**src/rtl/shr_pkg.sv**
```systemverilog
// Shared definitions for the shr_* serial shifter family:
// bit-order encoding, FSM state encoding and the counter-width helper.
package shr_pkg;

  localparam int LSB_FIRST = 0;
  localparam int MSB_FIRST = 1;

  typedef enum logic {
    ST_IDLE  = 1'b0,
    ST_SHIFT = 1'b1
  } shr_state_e;

  function automatic int cnt_w(input int w);
    return $clog2(w);
  endfunction

endpackage

```
**src/rtl/shr_hold1.sv**
```systemverilog
// Single-entry word buffer with a full flag: accepts when empty, empties on pop.
// Pop only happens while full and accept only while empty, so the two never coincide.
module shr_hold1 import shr_pkg::*; #(
  parameter int W = 6
) (
  input  logic         i_clk,
  input  logic         i_rst,
  input  logic         i_push,
  input  logic [W-1:0] i_data,
  input  logic         i_pop,
  output logic         o_full,
  output logic [W-1:0] o_data
);

  logic         r_full;
  logic [W-1:0] r_data;
  logic         w_accept;

  assign w_accept = i_push && !r_full && !i_rst;

  always_ff @(posedge i_clk) begin
    if (i_rst) begin
      r_full <= 1'b0;
    end else if (i_pop) begin
      r_full <= 1'b0;
    end else if (w_accept) begin
      r_full <= 1'b1;
    end
  end

  // NOTE: the payload is deliberately not reset; r_full alone says whether it is meaningful.
  always_ff @(posedge i_clk) begin
    if (w_accept) begin
      r_data <= i_data;
    end
  end

  assign o_full = r_full;
  assign o_data = r_data;

endmodule

```
**src/rtl/shr_npiso.sv**
```systemverilog
// Parallel-in serial-out shifter with a valid/ready word input, a one-word
// holding buffer for gapless back-to-back words, and valid/last bit framing.
module shr_npiso import shr_pkg::*; #(
  parameter int   W         = 6,
  parameter int   MSB_FIRST = 0,
  parameter logic IDLE_LVL  = 1'b0
) (
  input  logic         i_clk,
  input  logic         i_rst,
  input  logic         i_en,
  input  logic [W-1:0] i_din,
  input  logic         i_din_valid,
  output logic         o_ready,
  output logic         o_dout,
  output logic         o_dout_valid,
  output logic         o_last
);

  localparam int            CW      = cnt_w(W);
  localparam logic [CW-1:0] CNT_TOP = CW'(W - 1);

  shr_state_e    r_state;
  shr_state_e    w_state_nxt;
  logic [W-1:0]  r_sr;
  logic [W-1:0]  w_sr_nxt;
  logic [CW-1:0] r_cnt;
  logic [CW-1:0] w_cnt_nxt;
  logic          r_dout;
  logic          w_dout_nxt;
  logic          r_dout_valid;
  logic          w_dout_valid_nxt;

  logic          w_hold_full;
  logic [W-1:0]  w_hold_data;
  logic          w_cnt_zero;
  logic          w_load;
  logic          w_load_bit;
  logic [W-1:0]  w_load_sr;
  logic          w_next_bit;
  logic [W-1:0]  w_shift_sr;

  shr_hold1 #(.W(W)) u_hold (
    .i_clk  (i_clk),
    .i_rst  (i_rst),
    .i_push (i_din_valid),
    .i_data (i_din),
    .i_pop  (w_load),
    .o_full (w_hold_full),
    .o_data (w_hold_data)
  );

  // Bit order is fixed at elaboration: the first bit goes straight to DOUT,
  // the rest sit in SR with the next bit always at the shifting end.
  if (MSB_FIRST == shr_pkg::MSB_FIRST) begin : g_msb_first
    assign w_load_bit = w_hold_data[W-1];
    assign w_load_sr  = {w_hold_data[W-2:0], 1'b0};
    assign w_next_bit = r_sr[W-1];
    assign w_shift_sr = {r_sr[W-2:0], 1'b0};
  end else begin : g_lsb_first
    assign w_load_bit = w_hold_data[0];
    assign w_load_sr  = {1'b0, w_hold_data[W-1:1]};
    assign w_next_bit = r_sr[0];
    assign w_shift_sr = {1'b0, r_sr[W-1:1]};
  end

  assign w_cnt_zero = (r_cnt == '0);
  // A held word moves into the shifter on a tick when the line is idle or the last bit just completed.
  assign w_load     = i_en && w_hold_full && ((r_state == ST_IDLE) || w_cnt_zero);

  // NOTE: every next-value defaults to its current value first, so no latch is inferred.
  always_comb begin
    w_state_nxt      = r_state;
    w_sr_nxt         = r_sr;
    w_cnt_nxt        = r_cnt;
    w_dout_nxt       = r_dout;
    w_dout_valid_nxt = r_dout_valid;
    if (w_load) begin
      w_state_nxt      = ST_SHIFT;
      w_dout_nxt       = w_load_bit;
      w_sr_nxt         = w_load_sr;
      w_cnt_nxt        = CNT_TOP;
      w_dout_valid_nxt = 1'b1;
    end else if (i_en && (r_state == ST_SHIFT)) begin
      if (!w_cnt_zero) begin
        w_dout_nxt = w_next_bit;
        w_sr_nxt   = w_shift_sr;
        w_cnt_nxt  = r_cnt - 1'b1;
      end else begin
        w_state_nxt      = ST_IDLE;
        w_dout_nxt       = IDLE_LVL;
        w_dout_valid_nxt = 1'b0;
      end
    end
  end

  // NOTE: sequential state uses non-blocking assignments so every register sees pre-edge values.
  always_ff @(posedge i_clk) begin
    if (i_rst) begin
      r_state      <= ST_IDLE;
      r_sr         <= '0;
      r_cnt        <= '0;
      r_dout       <= IDLE_LVL;
      r_dout_valid <= 1'b0;
    end else begin
      r_state      <= w_state_nxt;
      r_sr         <= w_sr_nxt;
      r_cnt        <= w_cnt_nxt;
      r_dout       <= w_dout_nxt;
      r_dout_valid <= w_dout_valid_nxt;
    end
  end

  assign o_ready      = !w_hold_full;
  assign o_dout       = r_dout;
  assign o_dout_valid = r_dout_valid;
  assign o_last       = r_dout_valid && w_cnt_zero;

endmodule

```
**config.mk**
```make
export PLATFORM = sky130hd
export DESIGN_NAME = shr_npiso
export DESIGN_NICKNAME = d
export VERILOG_FILES = /design/src/rtl/shr_pkg.sv /design/src/rtl/shr_hold1.sv /design/src/rtl/shr_npiso.sv
export SDC_FILE = /design/constraint.sdc
export NUM_CORES = 1
export LEC_CHECK = 0
export CAP_MARGIN = 10
export CORE_ASPECT_RATIO = 1.2
export CORE_MARGIN = 3
export CORE_UTILIZATION = 44
export CTS_CLUSTER_SIZE = 25
export DETAILED_ROUTE_END_ITERATION = 10
export GPL_TIMING_DRIVEN = 1
export PLACE_DENSITY = 0.71
export SETUP_SLACK_MARGIN = 0.3
export SLEW_MARGIN = 20
export SYNTH_ARGS = -nofsm -noshare
export SYNTH_HDL_FRONTEND = slang
export SYNTH_HIERARCHICAL = 1
export SYNTH_SLANG_ARGS = --single-unit
```
**constraint.sdc**
```tcl
create_clock -name i_clk -period 1.6 [get_ports i_clk]
set_input_delay 0.32 -clock i_clk [delete_from_list [all_inputs] [get_ports i_clk]]
set_output_delay 0.32 -clock i_clk [all_outputs]
set_load 0.02 [all_outputs]
```
After elaboration in Yosys (flattened, before gate mapping)
Index checks and enable logic that the tools add are counted.

Memory bits (writable): 0. Memories kept: 0. Bits in registers: 17. Latch bits: 0. Output and inout bits: 4. Word-level logic and storage cells: 39. Memory bits (read-only): 0. Input port bits: 10.

Multipliers: 0. Muxes and demuxes: 12. Eq/ne operators: 1. Div/mod/pow operators: 0. Bitwise logic cells: 2. Add/subtract/negate cells: 1. Shift-type cells: 0. Reduce and logical (&&, ||, !) cells: 16. Order comparisons: 0.

Operators by type and width (number): two-way mux 5 bit (3); two-way mux 3 bit (3); logical AND 1 bit (6); two-way mux 1 bit (6); AND reduction 2 bit (3); nonzero test 2 bit (2); logical NOT 3 bit (1); subtractor 3 x 1 -> 3 bit (second input constant) (1); logical NOT 1 bit (2); inequality test 2 x 1 -> 1 bit (second input constant) (1); NOT 1 bit (2); OR reduction 2 bit (1); logical OR 1 bit (1).

Logic depth before layout (Yosys ltp)
Gate-level depths: netlist (run 1).

Word-level depth: 5. Gate-level depth with buffers: 7. Gate-level depth less buffers: 6.

Hierarchy
The synthesis (run 1) kept the hierarchy.

By module, submodules not included: shr_npiso (seq. area each 200.2 um^2, cells each 67, area each 563.0 um^2, instances 1); shr_hold1 (seq. area each 200.2 um^2, cells each 10, area each 216.5 um^2, instances 1).

Worst setup path after synthesis (run 1)
No wires, ideal clock.

Path type: register -> register. From: register r_cnt[0]. To: register r_cnt[1]. Library setup time: 0.087 ns. Data required time: 1.513 ns. Period minus slack after synthesis: 1.580 ns. Buffers on the path: 1. Arrival time: 1.493 ns. Slack: 0.020 ns. Cell stages (with the launch flop): 8. Path through: dfxtp_1 inv_1 ha_1 nor2b_2 nand2b_4 buf_6 or4b_1 o31ai_1.

Longest elaborated chain between the ends: 4. Elaborated cells on any way between the ends: 7. Those cells by class: add/sub (1); bitwise (1); reduce/logical (5).

Ends and longest elaborated chain: start, declared (RTL line shr_npiso.sv:26) `logic [CW-1:0] r_cnt;`; start signal, assigned (RTL line shr_npiso.sv:107) `r_cnt <= w_cnt_nxt;`; parallel branches: the longest is 4 deep, another holds subtractor 3 x 1 -> 3 bit.

Parallel ways; which one is timed is not known. A chain may end at the register's enable or synchronous reset.

Worst setup path after layout (run 1)
Ends and elaborated chain as after synthesis.

==> reports/qor.log, run 1 <==
INFO  status         status=finished, final reports clean
INFO  yosys          postSynthAreaPerCell=10.1um^2
INFO  timing         final.hold.worst_slack=520ps
INFO  timing         setup_violations=0
INFO  timing         hold_violations=0
INFO  hold_path      min_path_type=reg -> reg
INFO  yosys          yosys_warnings=6
INFO  cells_and_area syn2layout_area_growth=54.3%
INFO  cells_and_area post_route_cells_drive_above_1_share=0.450
INFO  timing         max_slew_margin=0.817
INFO  yosys          postSynthRegisterBits=17
INFO  yosys          postSynthCellCount=77
INFO  routing        detail_route.vias_per_cell=5.36
INFO  critical_path  path_depth=7
INFO  power_and_ir_drop peakVddDrop=504uV
INFO  cells_and_area sequential_cell_area=403um^2
INFO  die            core=0.00166mm^2
INFO  critical_path  timing.critical_path.to_type=register
INFO  critical_path  rr_worst_depth=7
INFO  power_and_ir_drop netSwitchingPower=232uW
INFO  timing         final-max-slew-violation-count=0
INFO  routing        route.detailed.drc=0
INFO  die            boundaryPins=14
INFO  yosys          synthesized_netlist_net_count=89
INFO  power_and_ir_drop power.density=761mW/mm^2
INFO  yosys          synthTopCellsByCount=dfxtp_1 (11), nand2_1 (8), edfxtp_1 (6), nand3_1 (6), nor2b_1 (6)
INFO  routing        wl_per_cell=13.2um
INFO  placed_design  dp_cells=119
INFO  yosys          synthesis.area=779um^2
INFO  clock_network  clock_sinks=17
INFO  grt            global_route.overflow_total=0
INFO  yosys          synth_most_common_cell=dfxtp_1
INFO  clock_network  path_clk_slew=90ps
INFO  yosys          number_of_library_cell_types_mapped_by_synthesis=28
INFO  critical_path  cp.buffers_inverters=2
INFO  yosys          post_synth_main_area_contributors=dfxtp_1 (28%), edfxtp_1 (23%), a211oi_1 (4.8%)
INFO  die            rows=16
INFO  cells_and_area design.final.nets=124
INFO  die            fp.dieArea=0.00231mm^2
INFO  power_and_ir_drop power_frac_comb=0.225
INFO  yosys          synthArstFlopShare=0
INFO  critical_path  required=1800ps
INFO  grt            gr-usage-all-layers=0.168
INFO  critical_path  worst_setup_path_start_kind=register
INFO  yosys          post-synth-top-area-fraction=0.283
INFO  critical_path  timing.critical_path.cells=inv_2 > ha_4 > nor2b_4 > buf_6 > nand2b_4 > or4b_4 > o31ai_4
INFO  timing         worst_clock_skew=1.47ps
INFO  routing        finalWirelength=1.71mm
INFO  routing        route.antenna.remaining_nets=0
INFO  power_and_ir_drop leakage_power_figure=0.000459uW
INFO  critical_path  rrSetupSlack=60ps
INFO  clock_network  root_buffer=clkbuf_4
INFO  timing         max_freq=0.649GHz
INFO  cells_and_area multiInputGateArea=439um^2
INFO  power_and_ir_drop internal_power=683uW
INFO  timing         pin_slew_with_the_least_headroom_to_its_limit=274ps
INFO  critical_path  critical-path-top-delay-family=simple AND/OR/NAND/NOR gates
INFO  clock_network  cts_tree=yes
INFO  grt            grt_antenna_before_repair=0
INFO  routing        vias=692
INFO  power_and_ir_drop sequentialPowerShare=0.531
INFO  clock_network  postCtsHoldBufs=0
INFO  cells_and_area post_layout_nonfiller_instances=129
INFO  routing        detailedRoute.firstPassIterationCount=2
INFO  critical_path  standard_cell_with_the_maximum_stage_delay_on_the_critical_path=or4b_4
INFO  yosys          synth_top_area_cell=dfxtp_1
INFO  power_and_ir_drop portion_of_total_power_attributed_to_the_clock_network=0.244
INFO  placed_design  detailedPlacementHpwl=1.18mm
INFO  grt            grt_max_degree=15
INFO  routing        initialDrtViolationCount=6
INFO  timing         layout_setup_ws=58.6ps
INFO  timing         rsz0062_at_grt=true
INFO  yosys          synth_sequential_area_ratio=0.514
INFO  critical_path  worst-setup-path-type=reg -> reg
INFO  grt            global_route_wire_length_before_repair=2.86mm
INFO  yosys          postSynth.topFlopCell=dfxtp_1
INFO  timing         clock_period_minus_worst_slack=1540ps
INFO  die            die_height=52.1um
INFO  timing         min_period_over_period=0.963
INFO  critical_path  crit_path_max_fanout=3
INFO  run            max_cap_viol_count=0
INFO  critical_path  critical-path-max-stage-delay=500ps
INFO  grt            number_of_global_route_vias_before_repair=683
INFO  cells_and_area fillerInstances=135
INFO  power_and_ir_drop netSwitchingFraction=0.253
INFO  placed_design  place.port_buffers=13
INFO  clock_network  numCtsBuffers=3
INFO  yosys          synth_enable_flop_cells=6
INFO  clock_network  cts-root-to-sink-buffers=2
INFO  placed_design  gp_congestion=0.739
INFO  cells_and_area antenna-diode-count=0
INFO  clock_network  worst_skew_pair.late_latency=280ps
INFO  placed_design  preCtsSetupSlack=-69.6ps
INFO  die            initial_core_util=0.469
INFO  cells_and_area post-route-util=0.724
INFO  clock_network  cts.htree.levels=1
INFO  die            dieWidth=44.4um
INFO  timing         setup-tns-final=0ps
INFO  critical_path  crit_arrival=1740ps
INFO  hold_path      hold_depth=2
cell usage in the layout, fill, tap and decap left out, types with 2 or more instances in the layout:
cell,n
buf_4,17
clkdlybuf4s50_1,9
dfxtp_1,9
nand2_1,7
buf_6,6
edfxtp_1,6
nand3_1,5
nor2b_1,5
a211oi_2,5
a311oi_1,4
a21oi_1,3
clkbuf_4,3
nor2b_4,2
inv_2,2
o21a_1,2
clkbuf_2,2
dfxtp_2,2
tightest hold or removal path: cells and delay by family (launching register included):
family / cells / cell delay, ps
AOI/OAI and AO/OA: 1 / 80
DFF: 1 / 340
and+or+nand+nor: 1 / 60
area by class of cell:
type,count,share of cell area
sequential,17,0.335
multi-input combinational,52,0.365
timing repair buffer,35,0.250
inverter,3,0.00937
tap,18,0.0187
clock buffer,4,0.0219
final timing paths:
| check | from | to |
|---|---|---|
| worst max-delay path | r_cnt[0]$_SDFFE_PP0P_ | r_cnt[1]$_SDFFE_PP0P_ |
| worst min-delay path | r_sr[0]$_SDFFE_PP0P_ | r_sr[0]$_SDFFE_PP0P_ |
| worst max register to register | r_cnt[0]$_SDFFE_PP0P_ | r_cnt[1]$_SDFFE_PP0P_ |
| worst min register to register | r_sr[0]$_SDFFE_PP0P_ | r_sr[0]$_SDFFE_PP0P_ |
per-stage QoR:
stage / area (um^2) / power [uW]
3_5_place_dp: 1030 / 655
3_3_place_gp: 1030 / 651
6_report: 1200 / 915
5_1_grt: 1200 / 968
4_1_cts: 1180 / 917
2_1_floorplan: 786 / 573
layer usage:
metal,vias up,wire length [um],global-route usage
li1,347,-,-
met1,326,732,0.185
met2,15,886,0.311
met3,4,56,0.0208
met4,0,34,0.0754
met5,-,0,0
what timing repair did:
| item | CTS | global route |
|---|---|---|
| setup endpoints to repair | 14 | 15 |
| gates resized for setup | 29 | 13 |
| hold endpoints to repair | 0 | 0 |
| setup buffers | 6 | 0 |
| pin swaps | 10 | 5 |
sequential cells by signal, summed over array words and instances (netlist names):
signal / cells
u_hold/o_data: 6
o_dout_valid: 1
o_dout: 1
r_sr: 5
r_cnt: 3
u_hold/o_full: 1
cells by family after synthesis:
logic type / after synthesis / share of synthesized area
flip-flops: 17 / 0.514
AND/OR/NAND/NOR: 30 / 0.215
adder cells (fa/ha/maj): 2 / 0.0321
AO/OA/AOI/OAI: 20 / 0.188
buffers and inverters: 8 / 0.0514
power groups by stage:
stage / logic [uW] / registers [uW] / clock network, uW
3_3_place_gp: 157 / 494 / 0
5_1_grt: 223 / 489 / 256
4_1_cts: 197 / 486 / 235
6_report: 206 / 486 / 223
3_5_place_dp: 160 / 495 / 0
2_1_floorplan: 76.0 / 497 / 0
(Power assumes the default switching activity.)
==> inputs of run 2 (changes only) <==
--- a/config.mk
+++ b/config.mk
@@ -5,7 +5,7 @@
 export SDC_FILE = /design/constraint.sdc
 export NUM_CORES = 1
 export LEC_CHECK = 0
-export CAP_MARGIN = 10
+export CAP_MARGIN = 40
 export CORE_ASPECT_RATIO = 1.2
 export CORE_MARGIN = 3
 export CORE_UTILIZATION = 44
==> results of run 2 <==
No change in the layout: final DEF, timing and power equal those of run 1.
